### src/rtl/config_chain_loader_pkg.sv
// Shared types for the configuration chain loader: sequencer states and defaults.
package cfg_loader_pkg;

  typedef enum logic [2:0] {
    ST_IDLE  = 3'd0,
    ST_CLEAR = 3'd1,
    ST_LOAD  = 3'd2,
    ST_SHIFT = 3'd3,
    ST_DONE  = 3'd4
  } cfg_state_t;

  localparam int CLR_CYCLES_DEFAULT = 2;

endpackage

### src/rtl/config_chain_loader_piso.sv
// Parallel-load / serial-out shift register feeding the chain head, LSB first.
module cfg_piso #(
  parameter int WIDTH = 32
) (
  input  logic             clk,
  input  logic             reset,
  input  logic             clr,
  input  logic             load,
  input  logic             shift,
  input  logic [WIDTH-1:0] din,
  output logic             lsb
);

  logic [WIDTH-1:0] sr;

  // Zero fill on shift keeps the serial bit at 0 once a word is exhausted.
  always_ff @(posedge clk) begin
    if (reset || clr) begin
      sr <= '0;
    end else if (load) begin
      sr <= din;
    end else if (shift) begin
      sr <= {1'b0, sr[WIDTH-1:1]};
    end
  end

  assign lsb = sr[0];

endmodule

### src/rtl/config_chain_loader.sv
// Programs a PE configuration scan chain from a word stream and captures the
// old chain contents leaving the tail as readback words.
module config_chain_loader
  import cfg_loader_pkg::*;
#(
  parameter int CHAIN_LEN  = 12,
  parameter int WORD_W     = 32,
  parameter int CLR_CYCLES = CLR_CYCLES_DEFAULT,
  parameter int CNT_W      = $clog2(CHAIN_LEN + 1)
) (
  input  logic              clk,
  input  logic              reset,
  input  logic              start,
  input  logic              abort,
  input  logic              word_valid,
  input  logic [WORD_W-1:0] word_data,
  output logic              word_ready,
  output logic              config_reset,
  output logic              config_shift,
  output logic              config_in,
  input  logic              config_out,
  output logic              rb_valid,
  output logic [WORD_W-1:0] rb_data,
  output logic              busy,
  output logic              done,
  output logic              aborted,
  output logic [2:0]        state_dbg
);

  localparam int WB_W  = $clog2(WORD_W);
  localparam int CLR_W = (CLR_CYCLES > 1) ? $clog2(CLR_CYCLES) : 1;

  cfg_state_t        state_q, state_n;
  logic [CNT_W-1:0]  bit_cnt;
  logic [WB_W-1:0]   wb_cnt;
  logic [CLR_W-1:0]  clr_cnt;
  logic [WORD_W-1:0] sipo, sipo_nxt;
  logic              kill, last_bit, word_end, accept;

  // word_valid/word_ready: a word transfers on a rising edge where both are
  // high; word_ready is raised only in LOAD and never depends on word_valid.
  assign kill     = abort && (state_q != ST_IDLE);
  assign last_bit = (bit_cnt == CNT_W'(CHAIN_LEN - 1));
  assign word_end = (wb_cnt == WB_W'(WORD_W - 1));
  assign accept   = (state_q == ST_LOAD) && word_valid;

  assign state_dbg = state_q;

  always_comb begin
    state_n = state_q;
    unique case (state_q)
      ST_IDLE:  if (start) state_n = ST_CLEAR;
      ST_CLEAR: if (clr_cnt == CLR_W'(CLR_CYCLES - 1)) state_n = ST_LOAD;
      ST_LOAD:  if (word_valid) state_n = ST_SHIFT;
      ST_SHIFT: begin
        if (last_bit) state_n = ST_DONE;
        else if (word_end) state_n = ST_LOAD;
      end
      ST_DONE:  state_n = ST_IDLE;
      default:  state_n = ST_IDLE;
    endcase
    if (abort) state_n = ST_IDLE;
  end

  always_comb begin
    sipo_nxt         = sipo;
    sipo_nxt[wb_cnt] = config_out;
  end

  cfg_piso #(.WIDTH(WORD_W)) u_piso (
    .clk   (clk),
    .reset (reset),
    .clr   (state_n != ST_SHIFT),
    .load  (accept && !kill),
    .shift (state_q == ST_SHIFT),
    .din   (word_data),
    .lsb   (config_in)
  );

  always_ff @(posedge clk) begin
    if (reset) begin
      state_q      <= ST_IDLE;
      word_ready   <= 1'b0;
      config_reset <= 1'b0;
      config_shift <= 1'b0;
      busy         <= 1'b0;
      done         <= 1'b0;
      aborted      <= 1'b0;
      rb_valid     <= 1'b0;
      rb_data      <= '0;
      sipo         <= '0;
      bit_cnt      <= '0;
      wb_cnt       <= '0;
      clr_cnt      <= '0;
    end else begin
      state_q      <= state_n;
      word_ready   <= (state_n == ST_LOAD);
      config_reset <= (state_n == ST_CLEAR);
      config_shift <= (state_n == ST_SHIFT);
      busy         <= (state_n != ST_IDLE);
      done         <= (state_n == ST_DONE);
      aborted      <= kill;
      rb_valid     <= (state_q == ST_SHIFT) && !kill && (word_end || last_bit);
      unique case (state_q)
        ST_IDLE: begin
          if (start) begin
            bit_cnt <= '0;
            wb_cnt  <= '0;
            clr_cnt <= '0;
            sipo    <= '0;
          end
        end
        ST_CLEAR: clr_cnt <= clr_cnt + 1'b1;
        ST_SHIFT: begin
          if (bit_cnt != CNT_W'(CHAIN_LEN)) bit_cnt <= bit_cnt + 1'b1;
          wb_cnt <= word_end ? '0 : wb_cnt + 1'b1;
          // A finished or truncated word leaves through rb_data; the cleared
          // SIPO makes a final partial word come out zero-extended.
          if (word_end || last_bit) begin
            sipo <= '0;
            if (!kill) rb_data <= sipo_nxt;
          end else begin
            sipo <= sipo_nxt;
          end
        end
        default: ;
      endcase
    end
  end

endmodule
### config.mk
export PLATFORM = sky130hd
export DESIGN_NAME = config_chain_loader
export DESIGN_NICKNAME = d
export VERILOG_FILES = /design/src/rtl/config_chain_loader_pkg.sv /design/src/rtl/config_chain_loader_piso.sv /design/src/rtl/config_chain_loader.sv
export SDC_FILE = /design/constraint.sdc
export NUM_CORES = 1
export LEC_CHECK = 0
export ABC_AREA = 1
export CORE_MARGIN = 8
export CORE_UTILIZATION = 49
export CTS_CLUSTER_DIAMETER = 80
export DETAILED_ROUTE_END_ITERATION = 10
export PLACE_DENSITY = 0.73
export SLEW_MARGIN = 20
export SYNTH_ARGS = -nofsm -noshare
export SYNTH_HDL_FRONTEND = slang
export SYNTH_SLANG_ARGS = --single-unit
### constraint.sdc
create_clock -name clk -period 2.2 [get_ports clk]
set_input_delay 0.22 -clock clk [delete_from_list [all_inputs] [get_ports clk]]
set_output_delay 0.22 -clock clk [all_outputs]
set_load 0.005 [all_outputs]
* Word-level counts from Yosys, hierarchy flattened *
Cells that the tools add are included.

word-level totals
  register bits = 116
  output and inout bits = 43
  input port bits = 38
  logic and storage cells = 75

operators by class
  add/subtract/negate cells = 3
  multiplexer cells = 23
  reduce and logical (&&, ||, !) cells = 19
  bitwise operators = 1
  $lt $le $gt $ge = 2
  equality and inequality tests = 13

operators with widths
  cell                                                                count
  2-to-1 mux 32 bit                                                   4
  one-hot mux 32 bit (2 select lines)                                 1
  bitwise mux 32 bit                                                  1
  2-to-1 mux 3 bit                                                    6
  equality test 3 x 2 -> 1 bit (second input constant)                4
  one-hot mux 3 bit (4 select lines)                                  1
  2-to-1 mux 5 bit                                                    2
  one-hot mux 5 bit (2 select lines)                                  1
  2-to-1 mux 4 bit                                                    2
  one-hot mux 4 bit (2 select lines)                                  1
  equality test 3 x 1 -> 1 bit (second input constant)                2
  logical AND 1 bit                                                   6
  less-than comparator 5 x 6 -> 1 bit (second input constant)         1
  AND reduction 3 bit                                                 2
  nonzero test 2 bit                                                  3
  nonzero test 3 bit                                                  2
  adder 5 x 1 -> 5 bit (second input constant)                        1
  demux 1 bit (select 5 bit)                                          1
  equality test 5 bit (second input constant)                         1
  greater-or-equal comparator 5 x 1 -> 1 bit (second input constant)  1
  adder 4 x 1 -> 4 bit (second input constant)                        1
  equality test 4 bit (second input constant)                         1
  inequality test 2 bit (second input constant)                       2
  inequality test 4 bit (second input constant)                       1
  10 further kinds                                                    13

* Longest topological paths before layout *
Gate-level depths: netlist of the first run.

  depth after elaboration = 7
  depth in mapped cells = 13
  depth with buffers taken out = 11

* Modules after synthesis *
Synthesis of the first run repeated with hierarchy kept, for this count alone.

second synthesis, totals
  cell total of the unflattened synthesis = 815
  area, all modules = 5743.0 µm²

by module, submodules not included
  module               cells each  instances  seq. area each (µm²)  area an instance (µm²)
  config_chain_loader  545         1          1681.6                3975.1
  cfg_piso             270         1          640.6                 1767.9

* Worst setup path after synthesis of the first run *
No wires, ideal clock.

  path type = register -> register
  start = register wb_cnt[0]
  end = register rb_data[10]
  period minus slack after synthesis = 2031 ps
  setup time = 115 ps
  stages on the path, launching flop included = 12
  arrival = 1916 ps
  buffers on the path = 3
  slack = 169 ps
  data required time = 2085 ps
  path through = dfxtp_1 ha_1 clkbuf_1 nand2_1 nor2_1 ha_1 inv_1 nand2_2 nand3_1 buf_2 buf_2 o21a_1

on the way
  word-level cells in the longest chain between the ends = 5
  elaborated cells between the ends (all ways) = 9
  classes of those cells = order compare (2); eq/ne (1); mux (3); reduce/logical (3)

ends and longest elaborated chain
  what                                                                                                                     RTL line                    text
  from (decl)                                                                                                              config_chain_loader.sv:35   logic [WB_W-1:0] wb_cnt;
  from (signal assigned)                                                                                                   config_chain_loader.sv:116  wb_cnt <= word_end ? '0 : wb_cnt + 1'b1;
  less-than comparator 5 x 6 -> 1 bit (not written as such) or greater-or-equal comparator 5 x 1 -> 1 bit (tied branches)  config_chain_loader.sv:67   sipo_nxt[wb_cnt] = config_out;
  logical AND 1 bit (not written as such)                                                                                  config_chain_loader.sv:67
  2-to-1 mux 1 bit (not written as such)                                                                                   config_chain_loader.sv:67
  demux 1 bit (select 5 bit)                                                                                               config_chain_loader.sv:67
  bitwise mux 32 bit                                                                                                       config_chain_loader.sv:67
  to (signal assigned)                                                                                                     config_chain_loader.sv:121  if (!kill) rb_data <= sipo_nxt;
  to (decl)                                                                                                                config_chain_loader.sv:23   output logic [WORD_W-1:0] rb_data,

Several ways; a longest one is shown, not always the timed one.
A chain may end at the register's enable or synchronous reset.

* Worst setup path in the final report of the first run *
  start = register wb_cnt[0]
  end = register rb_data[9]

The elaborated chain is that of the path after synthesis.

==> reports/qor.yml, run 1 <==
status: "finished, final reports clean"
layout_setup_ws_ps: 276
ant_nets: 0
syn_to_final_growth_pct: 28.6
r2r_setup_slack_ps: 280
cts.path.max_buffers: 2
regToRegStartpoint: "wb_cnt[0]"
endpoint_kind: "flip-flop"
cap_violations: 0
clockPowerShare_pct: 55.0
synth_top_area_cell: "dfxtp_1"
ys_top_cells_by_area: "dfxtp_1, nand2_1, nor2_1"
die_area_um2: 14300
reg2regPathDepth: 10
grt_max_degree: 67
synth_area_um2: 5250
relSlewSlack_pct: 53.3
fin_skew_ps: 9.21
place_congestion: 0.825
rows: 38
final.setup.tns_ps: 0
comb_power_share_pct: 3.4
fp.dieW_um: 120
avgSynthCellArea_um2: 6.90
cp_cell_sequence: "ha_1, nand2_1, nor2_1, ha_1, inv_1, nand2_2, nand3_2, buf_12, a21oi_1, o21a_1"
hold_violations: 0
crit_type: "flip-flop to flip-flop"
ys.warnings.count: 0
cts_tree: "done"
synth.ff_latch_count: 116
ys_top_cells_by_count: "nand2_1, dfxtp_1, nor2_1"
rsz0062_at_grt: "false"
num_vias: 4981
ys_seq_area_share_pct: 44.2
diodes: 0
synth-edff-count: 0
crit_end: "rb_data[9]"
p_leak_uw: 0.00248
internal-power_uw: 4010
dieHeight_um: 120
synth_ff_type: "dfxtp_1"
required_ps: 2670
drt_iter0_drc: 380
report.final.setup_viol: 0
syn_nets: 806
ctsHoldBuffers: 0
drive_above_1_share_pct: 6.53
fin_crit_sh_pct: 87.5
first_pass_iters: 5
crit_path_max_incr_delay_ps: 420
grt_overflow: 0
wl_met1_mm: 5.47
slew_violations: 0
syn-instance-count: 761
hpwlAfterDp_mm: 8.33
met3_length_um: 706
min_period_ps: 1920
top_layer: "met4"
io_buffers: 80
startpoint: "wb_cnt[0]"
pwr-share-seq_pct: 41.6
synth.most_common_cell: "nand2_1"
crit_fanout: 57
core_area_um2: 10700
holdCritPathClass: "input port to flip-flop"
worstSkewPairLatency_ps: 530
switching_share_pct: 21.0
io_pins: 81
cp-start-kind: "flip-flop"
worst_pin_slew_ps: 701
p_switching_uw: 1070
met2RoutedLength_mm: 6.52
fin_nets: 874
cts_made_buffers: 17
worst_path_most_repeated_cell: "ha_1"
antenna_found_initial: 0
critPathArrivalTime_ps: 2400
cts_setup_buffers: 0
ir_worst_vdd_uv: 567
max_freq_mhz: 520
grt_pass1_wl_mm: 21.7
wl_per_cell_um: 13.1
grt_usage_pct: 18.1
remaining_drc_errors: 0
powerDensity_nw_per_um2: 751
synth_cell_types: 26
initial_core_util_pct: 49.3
crit_slowest_cell: "dfxtp_1"
ctsHtreeMaxLevel: 4
synthArstFlopShare_pct: 0
viasPerCell: 5.07
grt_pass1_vias: 4874
drt-total-wl_mm: 12.9
yosys.area.top_type_share_pct: 44.2
ctsResizeCount: 0
clock-sinks: 116
cts.clk_slew.worst_paths_ps: 60
rr_endpoint: "rb_data[9]"
place_ws_ps: 305
cts_root_buffer: "clkbuf_8"
[per-layer routing]
layer / up-vias / GRT usage, %
met4: 0 / 7.49
met1: 2314 / 19.0
met2: 121 / 33.3
li1: 2526 / -
met5: - / 0
met3: 20 / 5.17
[cell families after synthesis]
family          after synthesis  share of synthesized area, %
simple gates                302                          22.6
compound gates              177                          18.9
buf+inv                     156                          12.1
flops                       116                          44.2
fa+ha+maj                     7                          1.67
xor+xnor                      3                         0.500
[through the flow]
step	hold WS, ps	cells	power [µW]	cell area (µm²)	utilization, %
final	221	982	5070	6760	63.4
after CTS	214	982	5110	6760	63.4
after detailed placement	457	950	2330	6150	57.7
after global routing	257	982	5220	6760	63.4
after global placement	451	950	2320	6150	57.7
after floorplan	345	761	2230	5250	-
[registers in the layout, summed over array words and instances (netlist names)]
register / flops
aborted: 1
bit_cnt: 4
busy: 1
clr_cnt: 1
config_reset: 1
config_shift: 1
done: 1
rb_data: 32
rb_valid: 1
sipo: 32
state_dbg: 3
u_piso.sr: 32
wb_cnt: 5
word_ready: 1
[power groups by stage]
stage	clock network (µW)	registers, µW	logic [µW]
2_1_floorplan	0	2150	75.6
3_3_place_gp	0	2150	169
3_5_place_dp	0	2160	171
4_1_cts	2830	2110	173
5_1_grt	2920	2110	188
6_report	2790	2110	174
[layout make-up]
class,instances,area [µm²]
well taps,140,175
repair buffers,92,923
clock buffers,21,459
fillers,920,3890
flip-flops and latches,116,2320
multi-input cells,489,2300
clock inverters,11,149
inverters,113,424
[worst min-delay path by stage]
stage | startpoint | to | slack, ps | cells past startpoint
detailed placement | sipo[7] | sipo[7] | 460 | 2
finish | reset | wb_cnt[2] | 220 | 4
global route | reset | wb_cnt[2] | 260 | 4
CTS | reset | wb_cnt[2] | 210 | 4
floorplan | abort | word_ready | 340 | 2
global placement | sipo[0] | sipo[0] | 450 | 2
[cells in the final DEF, fill, tap and decap left out, types with 2 or more instances in the layout]
master / count
o21ai_1: 5
dfxtp_1: 116
xor2_1: 3
nand2_2: 2
o22ai_1: 29
buf_12: 3
o21ai_0: 43
nand2_1: 163
clkdlybuf4s50_1: 79
a21oi_1: 67
nor2_4: 2
buf_4: 9
nor2_1: 116
clkinvlp_4: 3
inv_1: 109
clkbuf_16: 16
ha_1: 7
inv_6: 2
a31oi_1: 8
clkbuf_8: 4
nand4_1: 4
inv_2: 4
nand3_1: 11
clkinv_2: 2
nand3_2: 2
bufinv_16: 3
o21a_1: 24
[worst max-delay path, delay by kind of cell, from the launching register on]
family	cells	cell delay, ps
and+or+nand+nor	4	470
buffers and inverters	2	260
adders and majority gates	2	370
DFF	1	420
AOI/OAI and AO/OA	2	320
Note: power is estimated with default switching activity, not from simulation.
==> run 2: changes to the inputs <==
CORE_ASPECT_RATIO = 1.4   (was unset)
clock period = 1.6 ns   (was 2.2 ns; I/O delays follow)
==> run 2 against run 1 <==
The run now ends with setup timing left. Via count increased by 11%. Non-clock buffer count increased by 49. Die area increased by 0.34%. Setup slack got worse by 360 ps. Clock skew decreased by 3.1 ps. Critical path depth decreased by 2. Largest cell class is now multi-input gates.
==> reports/qor.yml, run 2 (synthesis gave the netlist of run 1 again) <==
rsz0062_at_grt: "true"
cts.path.max_buffers: 2  # unchanged
ctsHoldBuffers: 0  # unchanged
drt-total-wl_mm: 16.6  # +28%
clock-sinks: 116  # unchanged
endpoint_kind: "flip-flop"
violations: "setup timing"
grt_max_degree: 57  # -15%
place_congestion: 0.832  # +0.79%
ir_worst_vdd_uv: 764  # +35%
multi_input_area_um2: 3030  # +32%
min_path_cells: 4  # unchanged
hold_violations: 0  # unchanged
grt_pass1_wl_mm: 22.8  # +5.1%
antenna_found_initial: 0  # unchanged
cp_num_cells: 8  # -2
cts.clk_slew.worst_paths_ps: 50  # about the same
fp.dieW_um: 104  # -13%
io_buffers: 80  # unchanged
regArea_um2: 2330  # +0.54%
crit_path_max_incr_delay_ps: 350  # -70 ps
max_freq_mhz: 593  # +14%
die_area_um2: 14300  # +0.34%
grt_overflow: 0  # unchanged
ant_nets: 0  # unchanged
io_pins: 81  # unchanged
holdCritPathClass: "input port to flip-flop"
powerDensity_nw_per_um2: 853  # +14%
p_leak_uw: 0.00330  # +33%
critPathBufInv: 3  # +1
rows: 44  # +16%
cp_top_family: "compound AO/OA/AOI/OAI gates"
relSlewSlack_pct: 69.2  # +16 points
drive_above_1_share_pct: 28.7  # +22 points
critPathArrivalTime_ps: 2030  # -370 ps
ctsHtreeMaxLevel: 4  # unchanged
viasPerCell: 5.39  # +6.4%
final_cell_mix: "nand2_1, dfxtp_1, inv_1"
syn_to_final_growth_pct: 53.0
initial_core_util_pct: 50.5  # +1.2 points
cp_cell_sequence: "buf_4, inv_1, ha_1, buf_4, nand2_1, o21ai_0, nand2_1, a21oi_1"
cts_tree: "done"
min_period_ps: 1690  # -238 ps
status: "finished, violations left"
dieHeight_um: 139  # +16%
cts_made_buffers: 17  # unchanged
slew_violations: 0  # unchanged
final.fill_count: 682  # -26%
grt_usage_pct: 18.8  # +0.69 points
first_pass_iters: 5  # unchanged
crit_slowest_cell: "dfxtp_4"
diodes: 0  # unchanged
report.final.setup_viol: 63  # +63
final_util_pct: 77.3  # +14 points
final.setup.tns_ps: -1590  # -1590 ps
cp-start-kind: "flip-flop"
hpwlAfterDp_mm: 8.90  # +6.8%
required_ps: 1940  # -730 ps
num_vias: 5535  # +11%
top_regs: "rb_data: 32 flops, sipo: 32 flops, u_piso.sr: 32 flops"
drt_iter0_drc: 384  # +1.1%
worst_pin_slew_ps: 461  # -240 ps
worstSkewPairLatency_ps: 410  # -120 ps
fin_nets: 923  # +5.6%
cap_violations: 0  # unchanged
crit_fanout: 5  # -91%
grt_pass1_vias: 5092  # +4.5%
cts_root_buffer: "clkbuf_16"
core_area_um2: 10400  # -2.3%
crit_type: "flip-flop to flip-flop"
layout_setup_ws_ps: -86.5  # -362 ps
fin_skew_ps: 6.15  # -3.06 ps
wl_per_cell_um: 16.2  # +23%
remaining_drc_errors: 0  # unchanged
final_common_cell: "nand2_1"
fin_crit_sh_pct: 105  # +18 points
reg2regPathDepth: 8  # -2
## run 2: cell count changes in the layout (fill, tap and decap cells not counted), sizes merged, moves of 3 or more
cell,delta
inv,-3
clkinvlp,-3
clkbuf,+9
buf,+43
## run 2: final cells by class
| cell class | count | area share (%) |
|---|---|---|
| multi-input combinational | 489 | 37.7 |
| sequential | 116 | 29.0 |
| timing repair buffer | 141 | 18.5 |
| clock buffer | 24 | 6.12 |
| inverter | 113 | 5.52 |
| tap | 138 | 2.15 |
| clock inverter | 5 | 0.934 |
## run 2: layer usage
| metal | track usage, % | wire length [µm] |
|---|---|---|
| met3 | 5.26 | 903 |
| met2 | 34.0 | 8650 |
| met4 | 8.54 | 795 |
| met5 | 0 | 0 |
| met1 | 19.7 | 6230 |
## run 2: power by group
| part | internal, µW | switching [µW] | total (µW) |
|---|---|---|---|
| Combinational | 137 | 161 | 298 |
| Clock | 2420 | 1240 | 3660 |
| Sequential | 2890 | 4.37 | 2900 |
| Total | 5450 | 1410 | 6860 |
## run 2: worst paths after layout
kind / end / slack, ps / from
max: sipo[30] / -90 / wb_cnt[0]
min: state_dbg[1] / 200 / reset
min reg2reg: sipo[3] / 470 / sipo[3]
max reg2reg: sipo[30] / -90 / wb_cnt[0]
## run 2: worst reg2reg max path: stages, from the launching register on
cell and delay, ps:
dfxtp_4 350, buf_4 150, inv_1 80, ha_1 220, buf_4 150, nand2_1 70, o21ai_0 320, nand2_1 120
a21oi_1 160
## run 2: what timing repair did
action / CTS / global route
pin swaps: 6 / 54
setup buffers: 5 / 4
endpoints found under the setup margin: 77 / 109
resized for setup: 24 / 219
cloned: 2 / 8
## run 2: metrics by stage
step,worst slack (ps),hold slack [ps],cells,instance area [µm²],total power [µW]
global placement,-56.0,451,981,6460,3220
finish,-86.5,202,1026,8040,6860
detailed placement,-132,456,981,6460,3220
global route,-154,180,1026,8040,7050
CTS,-95.5,160,1016,7190,6860
floorplan,-99.6,290,761,5340,3060
==> run 3: changes to the inputs <==
CORE_ASPECT_RATIO = unset   (was 1.4)
==> run 3 against run 2 <==
The flow still finishes with violations (setup timing). First-iteration DRC count decreased by 0.26%. Sequential power about the same. Clock-buffer cell count decreased by 3. Largest cell class unchanged. Largest power group unchanged.
==> reports/qor.yml, run 3 (synthesis gave the netlist of run 1 again) <==
powerDensity_nw_per_um2: 919  # +7.7%
wl_met1_mm: 5.96  # -4.3%
final.fill_count: 826  # +21%
io_buffers: 80  # unchanged
wl_per_cell_um: 13.8  # -14%
remaining_drc_errors: 0  # unchanged
reg2regPathDepth: 11  # +3
core_area_um2: 10700  # +2.4%
layout_setup_ws_ps: -87.7  # -1.21 ps
crit_slowest_cell: "dfxtp_4"
critPathBufInv: 3  # unchanged
hold_violations: 0  # unchanged
cts_root_buffer: "clkbuf_8"
first_pass_iters: 8  # +3
fin_skew_ps: 8.39  # +2.23 ps
drive_above_1_share_pct: 15.6  # -13 points
num_vias: 5276  # -4.7%
place_congestion: 0.832  # about the same
place_ws_ps: -179  # -47.0 ps
final_cell_mix: "nand2_1, nor2_1, dfxtp_1"
multi_input_area_um2: 2500  # -18%
fin_nets: 921  # -0.22%
drt-total-wl_mm: 14.2  # -14%
cp_top_family: "buffers and inverters"
regArea_um2: 2340  # +0.16%
cts.clk_slew.worst_paths_ps: 60  # about the same
initial_core_util_pct: 49.3  # -1.2 points
top_regs: "rb_data: 32 flops, sipo: 32 flops, u_piso.sr: 32 flops"
met3_length_um: 797  # -12%
p_leak_uw: 0.00293  # -11%
grt_pass1_wl_mm: 23.2  # +1.7%
viasPerCell: 5.13  # -5.0%
dieHeight_um: 120  # -14%
crit_type: "flip-flop to flip-flop"
antenna_found_initial: 0  # unchanged
rsz0062_at_grt: "true"
ctsHtreeMaxLevel: 4  # unchanged
min_period_ps: 1690  # +1.21 ps
top_layer: "met4"
relSlewSlack_pct: 74.0  # +4.7 points
report.final.setup_viol: 61  # -3.2%
met2RoutedLength_mm: 7.17  # -17%
cts_made_buffers: 17  # unchanged
rows: 38  # -14%
worstSkewPairLatency_ps: 520  # +110 ps
diodes: 0  # unchanged
crit_fanout: 6  # +1
min_path_cells: 5  # +1
endpoint_kind: "flip-flop"
fin_crit_sh_pct: 105  # about the same
grt_usage_pct: 19.5  # +0.64 points
hpwlAfterDp_mm: 8.77  # -1.5%
dp.cells: 986  # +0.51%
grt_max_degree: 37  # -35%
ir_worst_vdd_uv: 690  # -9.7%
final_cells: 1029  # +0.29%
max_freq_mhz: 593  # about the same
cap_violations: 0  # unchanged
io_pins: 81  # unchanged
syn_to_final_growth_pct: 42.0
crit_path_max_incr_delay_ps: 350  # about the same
cp-start-kind: "flip-flop"
violations: "setup timing"
fp.dieW_um: 120  # +15%
cp_cell_sequence: "ha_4, nand2_4, nor2_4, ha_4, inv_2, nand2_4, nand3_4, buf_6, clkbuf_16, a21oi_2, o21a_1"
required_ps: 2060  # +120 ps
final_common_cell: "nand2_1"
cts.path.max_buffers: 2  # unchanged
status: "finished, violations left"
cp_num_cells: 11  # +3
ant_nets: 0  # unchanged
die_area_um2: 14300  # -0.33%
grt_overflow: 0  # unchanged
grt_pass1_vias: 5102  # +0.20%
cts_tree: "done"
worst_pin_slew_ps: 390  # -71.1 ps
clock-sinks: 116  # unchanged
r2r_setup_slack_ps: -90  # about the same
holdCritPathClass: "input port to flip-flop"
slew_violations: 0  # unchanged
critPathArrivalTime_ps: 2150  # +120 ps
drt_iter0_drc: 383  # -0.26%
## run 3: worst paths after layout
kind / from / to
setup / recovery: wb_cnt[0] / rb_data[8]
hold / removal: word_data[0] / u_piso.sr[0]
setup reg to reg: wb_cnt[0] / rb_data[8]
hold reg to reg: sipo[25] / sipo[25]
## run 3: routing by layer
| layer | track usage (%) | vias to the layer above |
|---|---|---|
| met5 | 0 | - |
| met3 | 5.64 | 29 |
| met4 | 7.49 | 0 |
| met2 | 33.4 | 160 |
| met1 | 22.5 | 2453 |
| li1 | - | 2634 |
## run 3: layout make-up
type | count | area share (%)
multi-input cells | 489 | 33.5
clock inverters | 11 | 1.79
repair buffers | 139 | 19.4
well taps | 140 | 2.35
flip-flops and latches | 116 | 31.3
clock buffers | 21 | 5.89
inverters | 113 | 5.72
## run 3: power by group
part	switching, µW	leakage (µW)	internal, µW	total (µW)
sequential	4.27	0.000938	2890	2900
combinational	142	0.00171	137	279
clock	1290	0.000289	2390	3680
## run 3: tightest hold or removal path, cell delays in order
cell and delay [ps]:
clkdlybuf4s50_1 400, inv_1 50, o21ai_0 80, inv_1 50, nor2_1 40
## run 3: through the flow
step | setup TNS, ps | instance area (µm²) | hold slack [ps] | util, % | total power [µW]
6_report | -1940 | 7460 | 299 | 70.0 | 6850
4_1_cts | -4690 | 7310 | 271 | 68.7 | 6890
5_1_grt | -9090 | 7460 | 309 | 70.0 | 7050
2_1_floorplan | -5020 | 5340 | 290 | - | 3060
3_3_place_gp | -1960 | 6500 | 450 | 61.0 | 3220
3_5_place_dp | -7970 | 6500 | 456 | 61.0 | 3220
## run 3: repair_timing
action	4_1_cts	5_1_grt
resized for setup	34	36
gates cloned	3	1
hold buffers	1	0
pin swaps	2	3
buffers inserted	3	3
endpoints found under the hold margin	1	0
endpoints found under the setup margin	102	109
